<file path="src/rtl/decode_pkg.sv">
// decode_pkg: shared control definitions for the decode stage.
//   ctrl_t      - packed control bundle carried from ID into EX
//   CTRL_NOP    - all-zero control word used for bubbles and reset
//   decode_ctrl - opcode[9:0] -> ctrl_t control decoder
package decode_pkg;

  typedef struct packed {
    logic       rn_src;
    logic       rs_src;
    logic       imm_src;
    logic       imm_ext;
    logic       a1_used;
    logic       a2_used;
    logic       is_load;
    logic       reg_write;
    logic       mem_write;
    logic       branch;
    logic       alu_src;
    logic       flag_write;
    logic [3:0] alu_ctrl;
    logic [2:0] cond;
    logic [1:0] mem_to_reg;
  } ctrl_t;

  localparam ctrl_t CTRL_NOP = '0;

  localparam logic [9:0] OP_ADD  = 10'h004;
  localparam logic [9:0] OP_SUB  = 10'h005;
  localparam logic [9:0] OP_CMP  = 10'h006;
  localparam logic [9:0] OP_ADDI = 10'h008;
  localparam logic [9:0] OP_ORI  = 10'h009;
  localparam logic [9:0] OP_INC  = 10'h00C;
  localparam logic [9:0] OP_LDR  = 10'h010;
  localparam logic [9:0] OP_STR  = 10'h011;

  localparam logic [3:0] ALU_ADD = 4'd0;
  localparam logic [3:0] ALU_SUB = 4'd1;
  localparam logic [3:0] ALU_OR  = 4'd3;

  // Branches own opcode[9:8]=2'b10 and only use opcode[9:5]: the low opcode
  // bits overlap imm27, so they cannot take part in the decode.
  function automatic ctrl_t decode_ctrl(input logic [9:0] opcode);
    ctrl_t c;
    c = CTRL_NOP;
    if (opcode[9:8] == 2'b10) begin
      c.branch  = 1'b1;
      c.imm_src = 1'b1;
      c.imm_ext = 1'b1;
      c.alu_src = 1'b1;
      c.cond    = opcode[7:5];
    end else begin
      case (opcode)
        OP_ADD, OP_SUB: begin
          c.a1_used   = 1'b1;
          c.a2_used   = 1'b1;
          c.reg_write = 1'b1;
          c.alu_ctrl  = (opcode == OP_SUB) ? ALU_SUB : ALU_ADD;
        end
        OP_CMP: begin
          c.a1_used    = 1'b1;
          c.a2_used    = 1'b1;
          c.flag_write = 1'b1;
          c.alu_ctrl   = ALU_SUB;
        end
        OP_ADDI, OP_ORI: begin
          c.a1_used   = 1'b1;
          c.imm_ext   = (opcode == OP_ADDI);
          c.alu_src   = 1'b1;
          c.reg_write = 1'b1;
          c.alu_ctrl  = (opcode == OP_ORI) ? ALU_OR : ALU_ADD;
        end
        OP_INC: begin
          c.rn_src    = 1'b1;
          c.a1_used   = 1'b1;
          c.imm_ext   = 1'b1;
          c.alu_src   = 1'b1;
          c.reg_write = 1'b1;
        end
        OP_LDR: begin
          c.a1_used    = 1'b1;
          c.imm_ext    = 1'b1;
          c.alu_src    = 1'b1;
          c.is_load    = 1'b1;
          c.reg_write  = 1'b1;
          c.mem_to_reg = 2'd1;
        end
        OP_STR: begin
          c.rs_src    = 1'b1;
          c.a1_used   = 1'b1;
          c.a2_used   = 1'b1;
          c.imm_ext   = 1'b1;
          c.alu_src   = 1'b1;
          c.mem_write = 1'b1;
        end
        default: c = CTRL_NOP;
      endcase
    end
    return c;
  endfunction

endpackage

</file>
<file path="src/rtl/decode_pipe_stage_regfile.sv">
// regfile_bypass: 2 async read ports, 1 sync write port, sync active-high reset.
//   ra1/ra2 -> rd1/rd2 : read ports; the all-ones address returns pc
//   we/wa/wd           : write port; writes to the all-ones address are dropped
// A same-cycle write to a read address is forwarded to the read port.
module regfile_bypass
  import decode_pkg::*;
#(
  parameter int N      = 32,
  parameter int REG_AW = 4
) (
  input  logic              clk,
  input  logic              rst,
  input  logic [REG_AW-1:0] ra1,
  input  logic [REG_AW-1:0] ra2,
  output logic [N-1:0]      rd1,
  output logic [N-1:0]      rd2,
  input  logic [N-1:0]      pc,
  input  logic              we,
  input  logic [REG_AW-1:0] wa,
  input  logic [N-1:0]      wd
);

  localparam logic [REG_AW-1:0] PC_ALIAS = '1;

  logic [N-1:0] rf_mem [2**REG_AW];

  always_ff @(posedge clk) begin
    if (rst) begin
      for (int i = 0; i < 2**REG_AW; i++) rf_mem[i] <= '0;
    end else if (we && (wa != PC_ALIAS)) begin
      rf_mem[wa] <= wd;
    end
  end

  assign rd1 = (ra1 == PC_ALIAS)      ? pc :
               (we && (wa == ra1))    ? wd : rf_mem[ra1];
  assign rd2 = (ra2 == PC_ALIAS)      ? pc :
               (we && (wa == ra2))    ? wd : rf_mem[ra2];

endmodule

</file>
<file path="src/rtl/decode_pipe_stage.sv">
// decode_pipe_stage: instruction decode with integrated ID/EX register.
//   in_valid/inst/pc      : fetched instruction (held by fetch while stall_req)
//   stall_in / flush      : downstream hold / kill of the entering instruction
//   wb_we/wb_addr/wb_data : writeback port into the register file
//   out_valid, ra, rb, ext_imm, rd_out, ra_addr, rb_addr, ctrl_out : ID/EX bundle
//   stall_req             : combinational fetch hold (load-use hazard or stall_in)
module decode_pipe_stage
  import decode_pkg::*;
#(
  parameter int N      = 32,
  parameter int REG_AW = 4
) (
  input  logic                     clk,
  input  logic                     rst,
  input  logic                     in_valid,
  input  logic [N-1:0]             inst,
  input  logic [N-1:0]             pc,
  input  logic                     stall_in,
  input  logic                     flush,
  input  logic                     wb_we,
  input  logic [REG_AW-1:0]        wb_addr,
  input  logic [N-1:0]             wb_data,
  output logic                     out_valid,
  output logic [N-1:0]             ra,
  output logic [N-1:0]             rb,
  output logic [N-1:0]             ext_imm,
  output logic [REG_AW-1:0]        rd_out,
  output logic [REG_AW-1:0]        ra_addr,
  output logic [REG_AW-1:0]        rb_addr,
  output logic [$bits(ctrl_t)-1:0] ctrl_out,
  output logic                     stall_req
);

  localparam logic [REG_AW-1:0] PC_ALIAS = '1;

  // Sign extension starts from the MSB of the field actually selected
  // (bit 13 for imm14, bit 26 for imm27), not from the padded 27-bit value.
  function automatic logic [N-1:0] extend_imm(input logic [31:0] iw,
                                               input logic imm_src,
                                               input logic imm_ext);
    logic [N-1:0] v;
    if (imm_src) v = {{(N-27){imm_ext & iw[26]}}, iw[26:0]};
    else         v = {{(N-14){imm_ext & iw[13]}}, iw[13:0]};
    return v;
  endfunction

  // ---- stage p0: decode, operand read, immediate, hazard ----
  ctrl_t              ctrl_p0;
  logic [REG_AW-1:0]  a1_p0, a2_p0, rd_p0;
  logic [N-1:0]       ra_p0, rb_p0, imm_p0;
  logic               hazard_p0;

  ctrl_t              ctrl_p1;
  logic               vld_p1;
  logic [N-1:0]       ra_p1, rb_p1, imm_p1;
  logic [REG_AW-1:0]  rd_p1, a1_p1, a2_p1;

  assign ctrl_p0 = decode_ctrl(inst[31:22]);
  assign a1_p0   = ctrl_p0.rn_src ? inst[17:14] : inst[21:18];
  assign a2_p0   = ctrl_p0.rs_src ? inst[17:14] : inst[13:10];
  assign rd_p0   = inst[17:14];
  assign imm_p0  = extend_imm(inst[31:0], ctrl_p0.imm_src, ctrl_p0.imm_ext);

  regfile_bypass #(.N(N), .REG_AW(REG_AW)) u_rf (
    .clk (clk),
    .rst (rst),
    .ra1 (a1_p0),
    .ra2 (a2_p0),
    .rd1 (ra_p0),
    .rd2 (rb_p0),
    .pc  (pc),
    .we  (wb_we),
    .wa  (wb_addr),
    .wd  (wb_data)
  );

  assign hazard_p0 = in_valid && vld_p1 && ctrl_p1.is_load && (rd_p1 != PC_ALIAS) &&
                     ((ctrl_p0.a1_used && (a1_p0 == rd_p1)) ||
                      (ctrl_p0.a2_used && (a2_p0 == rd_p1)));
  assign stall_req = hazard_p0 || stall_in;

  // ---- stage p1: ID/EX register ----
  // Reset, flush and a hazard bubble all clear the bundle; flush wins over stall_in.
  always_ff @(posedge clk) begin
    if (rst || flush || (!stall_in && hazard_p0)) begin
      vld_p1  <= 1'b0;
      ctrl_p1 <= CTRL_NOP;
      ra_p1   <= '0;
      rb_p1   <= '0;
      imm_p1  <= '0;
      rd_p1   <= '0;
      a1_p1   <= '0;
      a2_p1   <= '0;
    end else if (!stall_in) begin
      vld_p1  <= in_valid;
      ctrl_p1 <= in_valid ? ctrl_p0 : CTRL_NOP;
      ra_p1   <= ra_p0;
      rb_p1   <= rb_p0;
      imm_p1  <= imm_p0;
      rd_p1   <= rd_p0;
      a1_p1   <= a1_p0;
      a2_p1   <= a2_p0;
    end
  end

  assign out_valid = vld_p1;
  assign ra        = ra_p1;
  assign rb        = rb_p1;
  assign ext_imm   = imm_p1;
  assign rd_out    = rd_p1;
  assign ra_addr   = a1_p1;
  assign rb_addr   = a2_p1;
  assign ctrl_out  = ctrl_p1;

endmodule

</file>
<file path="config.mk">
export PLATFORM = sky130hd
export DESIGN_NAME = decode_pipe_stage
export DESIGN_NICKNAME = d
export VERILOG_FILES = /design/src/rtl/decode_pkg.sv /design/src/rtl/decode_pipe_stage_regfile.sv /design/src/rtl/decode_pipe_stage.sv
export SDC_FILE = /design/constraint.sdc
export NUM_CORES = 1
export LEC_CHECK = 0
export ABC_AREA = 1
export BUFFER_PORTS_ARGS = -buffer_cell sky130_fd_sc_hd__buf_2
export CORE_MARGIN = 4
export CORE_UTILIZATION = 44
export DETAILED_ROUTE_END_ITERATION = 16
export GPL_ROUTABILITY_DRIVEN = 0
export MAX_ROUTING_LAYER = met4
export PLACE_DENSITY = 0.67
export REMOVE_ABC_BUFFERS = 1
export SYNTH_ARGS = -nofsm -noshare
export SYNTH_HDL_FRONTEND = slang
export SYNTH_HIERARCHICAL = 1
export SYNTH_SLANG_ARGS = --single-unit
</file>
<file path="constraint.sdc">
create_clock -name clk -period 3.26 [get_ports clk]
set_input_delay 0.489 -clock clk [delete_from_list [all_inputs] [get_ports clk]]
set_output_delay 0.489 -clock clk [all_outputs]
set_load 0.02 [all_outputs]
</file>
==> impl_metrics.yaml, run 1 <==
sta:
  max_freq_mhz: 351
  slew_headroom: 0.342
  period_share: 0.875
  fin_tns_setup_ns: 0
  slew_violations: 0
  rsz0062_at_grt: "no"
  layout_min_cycle_time_ns: 2.85
  final.setup_skew_ns: 0.0254
  whs_ns: 0.110
  tightestPinTransition_ns: 0.980
  hold_viol_final: 0
  setup_violations: 0
clock_network:
  cts_root_buf: "clkbuf_16"
  clock_latency_ns: 0.64
  cts_resized: 0
  h-tree-depth: 3
  clk_pin_slew_ns: 0.05
  cts_setup_buffers: 0
  cts_buffers: 76
  cts_hold_buf: 0
  cts_num_sinks: 632
  clockBufferDepth: 3
  cts_tree: "yes"
worst_setup_path:
  critPathMaxFanout: 18
  rr_startpoint: "rd_out[0]"
  r2r_setup_slack_ns: 1.31
  critPathKind: "in2out"
  cp_data_required_time_ns: 2.77
  r2r-end: "rb[17]"
  cp-end-kind: "primary output"
  arrival_ns: 2.36
  worst_r2r_path_depth: 10
  cp-start-kind: "input port"
job:
  drv_cap: 0
global_routing:
  met3_usage: 0.0537
  use_met2: 0.462
  grt_start_max_net_pins: 108
  grt-ovfl-total: 0
  busiest_layer: "met2"
  grt_antenna_before_repair: 5
  grt_pass1_wl_um: 190000
  grt_pass1_vias: 31700
  met1_usage: 0.376
  grt_usage: 0.295
synth:
  synthSimpleGateAreaFrac: 0.345
  synth-seq-cells: 632
  async_reset_ff_frac: 0
  yosysWarnings: 6
  seq_area_frac_synth: 0.495
  synth_compound_area_frac: 0.0314
  synthMuxAreaShare: 0.0215
  synthCells: 4871
  yosysTopAreaCell: "edfxtp_1"
  synth_top_cell_area_share: 0.428
  netlist_top_cells_count: "nand2_1 (1665), nor2_1 (700), nand3_1 (671)"
  syn_area_per_cell_um2: 7.37
  yosysMostFrequentCell: "nand2_1"
  synth_top_family_by_area: "simple AND/OR/NAND/NOR gates"
  synth_area_leaders: "edfxtp_1 (43%), nand2_1 (17%), nand3_1 (9.4%), nor2_1 (7.3%), dfxtp_1 (6.7%)"
  synth-edff-count: 512
  synthAdderAreaFrac: 0
  synth-xor-area-share: 0.000244
  synth-main-ff-cell: "edfxtp_1"
  ys_types: 31
  synth_area_um2: 35900
floorplan:
  initial_utilization: 0.445
  core-area_um2: 80700
  die_area_um2: 86200
  ios: 237
  rows: 104
  die_h_um: 294
  dieWidth_um: 294
cells_and_area:
  fin_nets: 5126
  syn2layout_area_growth_pct: 15.4
  drive_gt1_frac: 0.107
  n_fill_cell: 7646
  layout.cells.non_filler: 6150
  design_area_um2: 41400
hold_path:
  hold_start: "inst[7]"
  min_path_cells: 3
  worstHoldEndpoint: "ext_imm[7]"
  min_path_type: "in2reg"
placement:
  post_dp_cell_area_um2: 38800
  port_buffers: 233
  place_inst: 6002
  hpwl_um: 75800
detailed_routing:
  dr.first_iter.drc_count: 4306
  drc_errors: 0
  wl_um: 127000
  drt_pass1_iterations: 7
  ant_nets: 0
  dr_total_vias: 33900
  via_per_inst: 5.51
  wire_per_inst_um: 20.7
power_and_ir_drop:
  power_frac_seq: 0.437
  power_density_nw_per_um2: 513
  p_leak_nw: 19.9
  max-vdd-ir-drop_mv: 0.371
  combPwrFrac: 0.144
  p_clk_frac: 0.418
  p_sw_frac: 0.274
  p_int_mw: 15.4
  power_switching_mw: 5.82
run_status:
  status: "finished, final reports clean"
critical path, stage by stage:
cell,delay (ns)
buf_2,0.12
buf_4,0.14
nand2_1,0.09
inv_1,0.11
nand3_1,0.09
nor2_2,0.19
nand2_1,0.17
nand2_4,0.16
buf_12,0.19
nand2_1,0.06
nand2_1,0.06
nor2_1,0.04
nand3_1,0.07
nand2_1,0.07
nand2_1,0.06
nand2_1,0.08
buf_2,0.17
sequential cells by signal, indices dropped and copies added, names as in the netlist:
name	count
ext_imm	28
ra	32
out_valid	1
u_rf/rf_mem	512
ctrl_out	15
rd_out	4
rb	32
rb_addr	4
ra_addr	4
power groups by stage:
| stage | clock network (mW) | registers [mW] | logic [mW] |
|---|---|---|---|
| after floorplan | 0 | 9.49 | 1.83 |
| after global placement | 0 | 9.44 | 2.97 |
| after detailed placement | 0 | 9.45 | 3.00 |
| after CTS | 8.97 | 9.28 | 3.01 |
| after global routing | 9.32 | 9.32 | 3.35 |
| final | 8.88 | 9.28 | 3.06 |
cell type report:
cell class,count,area [um^2],share of cell area
well taps,1060,1330,0.0320
flip-flops and latches,632,17800,0.429
clock buffers,108,2190,0.0528
repair buffers,382,2990,0.0722
diodes,6,15.0,0.000363
inverters,576,2180,0.0526
clock inverters,34,410,0.00991
multi-input cells,3352,14500,0.351
layout by cell type, fill, tap and decap left out, drive strengths merged:
cell type     n
clkinvlp      5
inv         546
o22ai         8
nor3          4
a21oi        75
xnor2         1
nand3       671
edfxtp      512
nor4          1
nand2      1666
nor2        707
buf         382
a22oi        10
conb         35
mux2i        77
nand4         7
a211oi        2
dfxtp       120
bufinv        8
o211ai       66
diode         6
clkinv       51
o21ai        21
clkbuf      108
a41oi         1
per-layer routing:
metal / wire length (um) / vias to the layer above
met1: 49100 / 15700
met5: 0 / -
li1: - / 15700
met4: 6100 / 0
met3: 13900 / 401
met2: 58100 / 2078
cell families (layout without fill, tap and decap cells):
kind of cell | count (synthesis) | after routing
mux | 77 | 77
buf+inv | 920 | 1100
flops | 632 | 632
xor+xnor | 1 | 1
simple gates | 3056 | 3056
other cells | 2 | 41
compound gates | 183 | 183
worst max path at each step:
stage	startpoint	to	slack [ns]	cells after the start
floorplan	inst[29]	ra[0]	-8.44	12
global placement	inst[22]	rb[23]	0.16	18
detailed placement	inst[22]	rb[21]	0.14	20
CTS	inst[29]	stall_req	0.44	15
global route	inst[29]	stall_req	0.23	16
finish	inst[24]	stall_req	0.41	17
stage by stage:
stage           util  total power [mW]  setup slack (ns)
2_1_floorplan      -              11.3             -8.44
5_1_grt        0.513              22.0             0.228
4_1_cts        0.513              21.3             0.436
3_5_place_dp   0.481              12.4             0.138
3_3_place_gp   0.481              12.4             0.155
6_report       0.513              21.2             0.409
Note: power is estimated with default switching activity, not from simulation.
==> run 2: changes to the inputs <==
Settings changed: REMOVE_ABC_BUFFERS 1 to not set.
==> impl_metrics.yaml, run 2 (synthesized netlist as in run 1, its figures left out) <==
sta:
  fin_tns_setup_ns: 0
  setup_violations: 0
  slew_headroom: 0.413
  period_share: 0.946
  hold_viol_final: 0
  layout_min_cycle_time_ns: 3.08
  max_freq_mhz: 324
  tightestPinTransition_ns: 0.878
  final.setup_skew_ns: 0.0254
  rsz0062_at_grt: "no"
  slew_violations: 0
placement:
  hpwl_um: 80500
  post_dp_cell_area_um2: 38800
  port_buffers: 233
clock_network:
  h-tree-depth: 3
  cts_resized: 0
  cts_setup_buffers: 0
  clockBufferDepth: 3
  cts_root_buf: "clkbuf_16"
  clk_pin_slew_ns: 0.06
  cts_buffers: 71
  cts_tree: "yes"
  cts_num_sinks: 632
  clock_latency_ns: 0.62
  cts_hold_buf: 0
power_and_ir_drop:
  power.total_mw: 20.5
  combPwrFrac: 0.153
  p_sw_frac: 0.278
  p_leak_nw: 19.8
  max-vdd-ir-drop_mv: 0.491
  p_int_mw: 14.8
  p_clk_frac: 0.395
  power_density_nw_per_um2: 499
  power_switching_mw: 5.71
  power_frac_seq: 0.453
worst_setup_path:
  crit_start: "inst[25]"
  rr_startpoint: "rd_out[0]"
  cp_data_required_time_ns: 2.77
  arrival_ns: 2.59
  critPathMaxFanout: 32
  cp-end-kind: "primary output"
  cp-start-kind: "input port"
  worst_r2r_path_depth: 10
  critPathKind: "in2out"
hold_path:
  min_path_type: "in2reg"
  min_path_cells: 3
  hold_start: "inst[1]"
floorplan:
  die_area_um2: 86200
  core-area_um2: 80700
  initial_utilization: 0.445
  ios: 237
  die_h_um: 294
  rows: 104
  dieWidth_um: 294
cells_and_area:
  n_fill_cell: 7703
  largest-register: "u_rf/rf_mem"
  final_cell_mix: "nand2_1 (1644), nor2_1 (698), nand3_1 (671)"
  largest_reg_flops: 512
  fin_nets: 5119
  syn2layout_area_growth_pct: 14.8
  layout_commonest_cell: "nand2_1"
  design_area_um2: 41200
  drive_gt1_frac: 0.105
global_routing:
  grt_pass1_wl_um: 195000
  grt-ovfl-total: 0
  grt_antenna_before_repair: 6
  use_met2: 0.471
  grt_usage: 0.303
  met1_usage: 0.372
  met3_usage: 0.0484
  grt_pass1_vias: 32400
  grt_start_max_net_pins: 108
  busiest_layer: "met2"
detailed_routing:
  dr_total_vias: 34300
  dr.first_iter.drc_count: 4220
  wl_um: 131000
  wire_per_inst_um: 21.3
  ant_nets: 0
  drt_pass1_iterations: 6
  drc_errors: 0
  via_per_inst: 5.58
run_status:
  status: "finished, final reports clean"
job:
  drv_cap: 0
==> run 2: cell types whose count changed in the layout (fill, tap and decap cells not counted), sizes merged <==
cell      delta
clkinv       +4
diode        +3
clkinvlp     -3
buf          -3
inv          -1
clkbuf       -7
bufinv       -4
==> run 2: routing by layer <==
layer	wire length, um	vias up
met4	9360	0
met5	0	-
met1	48000	16000
met3	14000	470
met2	59300	2138
li1	-	15600
==> run 2: power by group through the flow <==
stage / clock (mW) / sequential [mW] / combinational (mW)
floorplan: 0 / 9.49 / 1.87
global placement: 0 / 9.45 / 3.02
detailed placement: 0 / 9.47 / 3.05
CTS: 8.19 / 9.30 / 3.07
global route: 8.51 / 9.33 / 3.41
finish: 8.11 / 9.30 / 3.14
==> run 2: worst paths after layout <==
path / end / slack, ns
setup / recovery: stall_req / 0.18
hold / removal: ext_imm[1] / 0.12
setup reg to reg: rb[9] / 1.34
hold reg to reg: ctrl_out[17] / 0.50
==> run 2: layout make-up <==
| type | instances | area [um^2] | area share |
|---|---|---|---|
| Sequential cell | 632 | 17800 | 0.431 |
| Multi-Input combinational cell | 3352 | 14500 | 0.352 |
| Tap cell | 1060 | 1330 | 0.0322 |
| Inverter | 576 | 2180 | 0.0528 |
| Clock buffer | 100 | 2070 | 0.0503 |
| Antenna cell | 9 | 22.5 | 0.000547 |
| Timing Repair Buffer | 380 | 3050 | 0.0740 |
| Clock inverter | 30 | 263 | 0.00638 |
==> run 2: metrics by stage <==
stage | util | setup WS, ns | hold WS [ns] | std cells
4_1_cts | 0.510 | 0.162 | 0.105 | 6129
3_5_place_dp | 0.481 | 0.0507 | 0.487 | 5999
5_1_grt | 0.511 | 0.0267 | 0.132 | 6136
2_1_floorplan | - | 0.780 | 0.595 | 4904
3_3_place_gp | 0.481 | 0.0508 | 0.484 | 5999
6_report | 0.511 | 0.177 | 0.124 | 6139
==> run 2: worst max-delay path: stages <==
cell and delay, ns:
buf_2 0.13, nor2_2 0.20, nand3_1 0.10, nor2_1 0.23, nand2_1 0.18, nand2_4 0.31, buf_16 0.26, nand2_1 0.12
nand2_1 0.09, nor2_1 0.05, nand3_1 0.06, nand2_1 0.07, nand2_1 0.07, nand2_1 0.06, buf_2 0.16
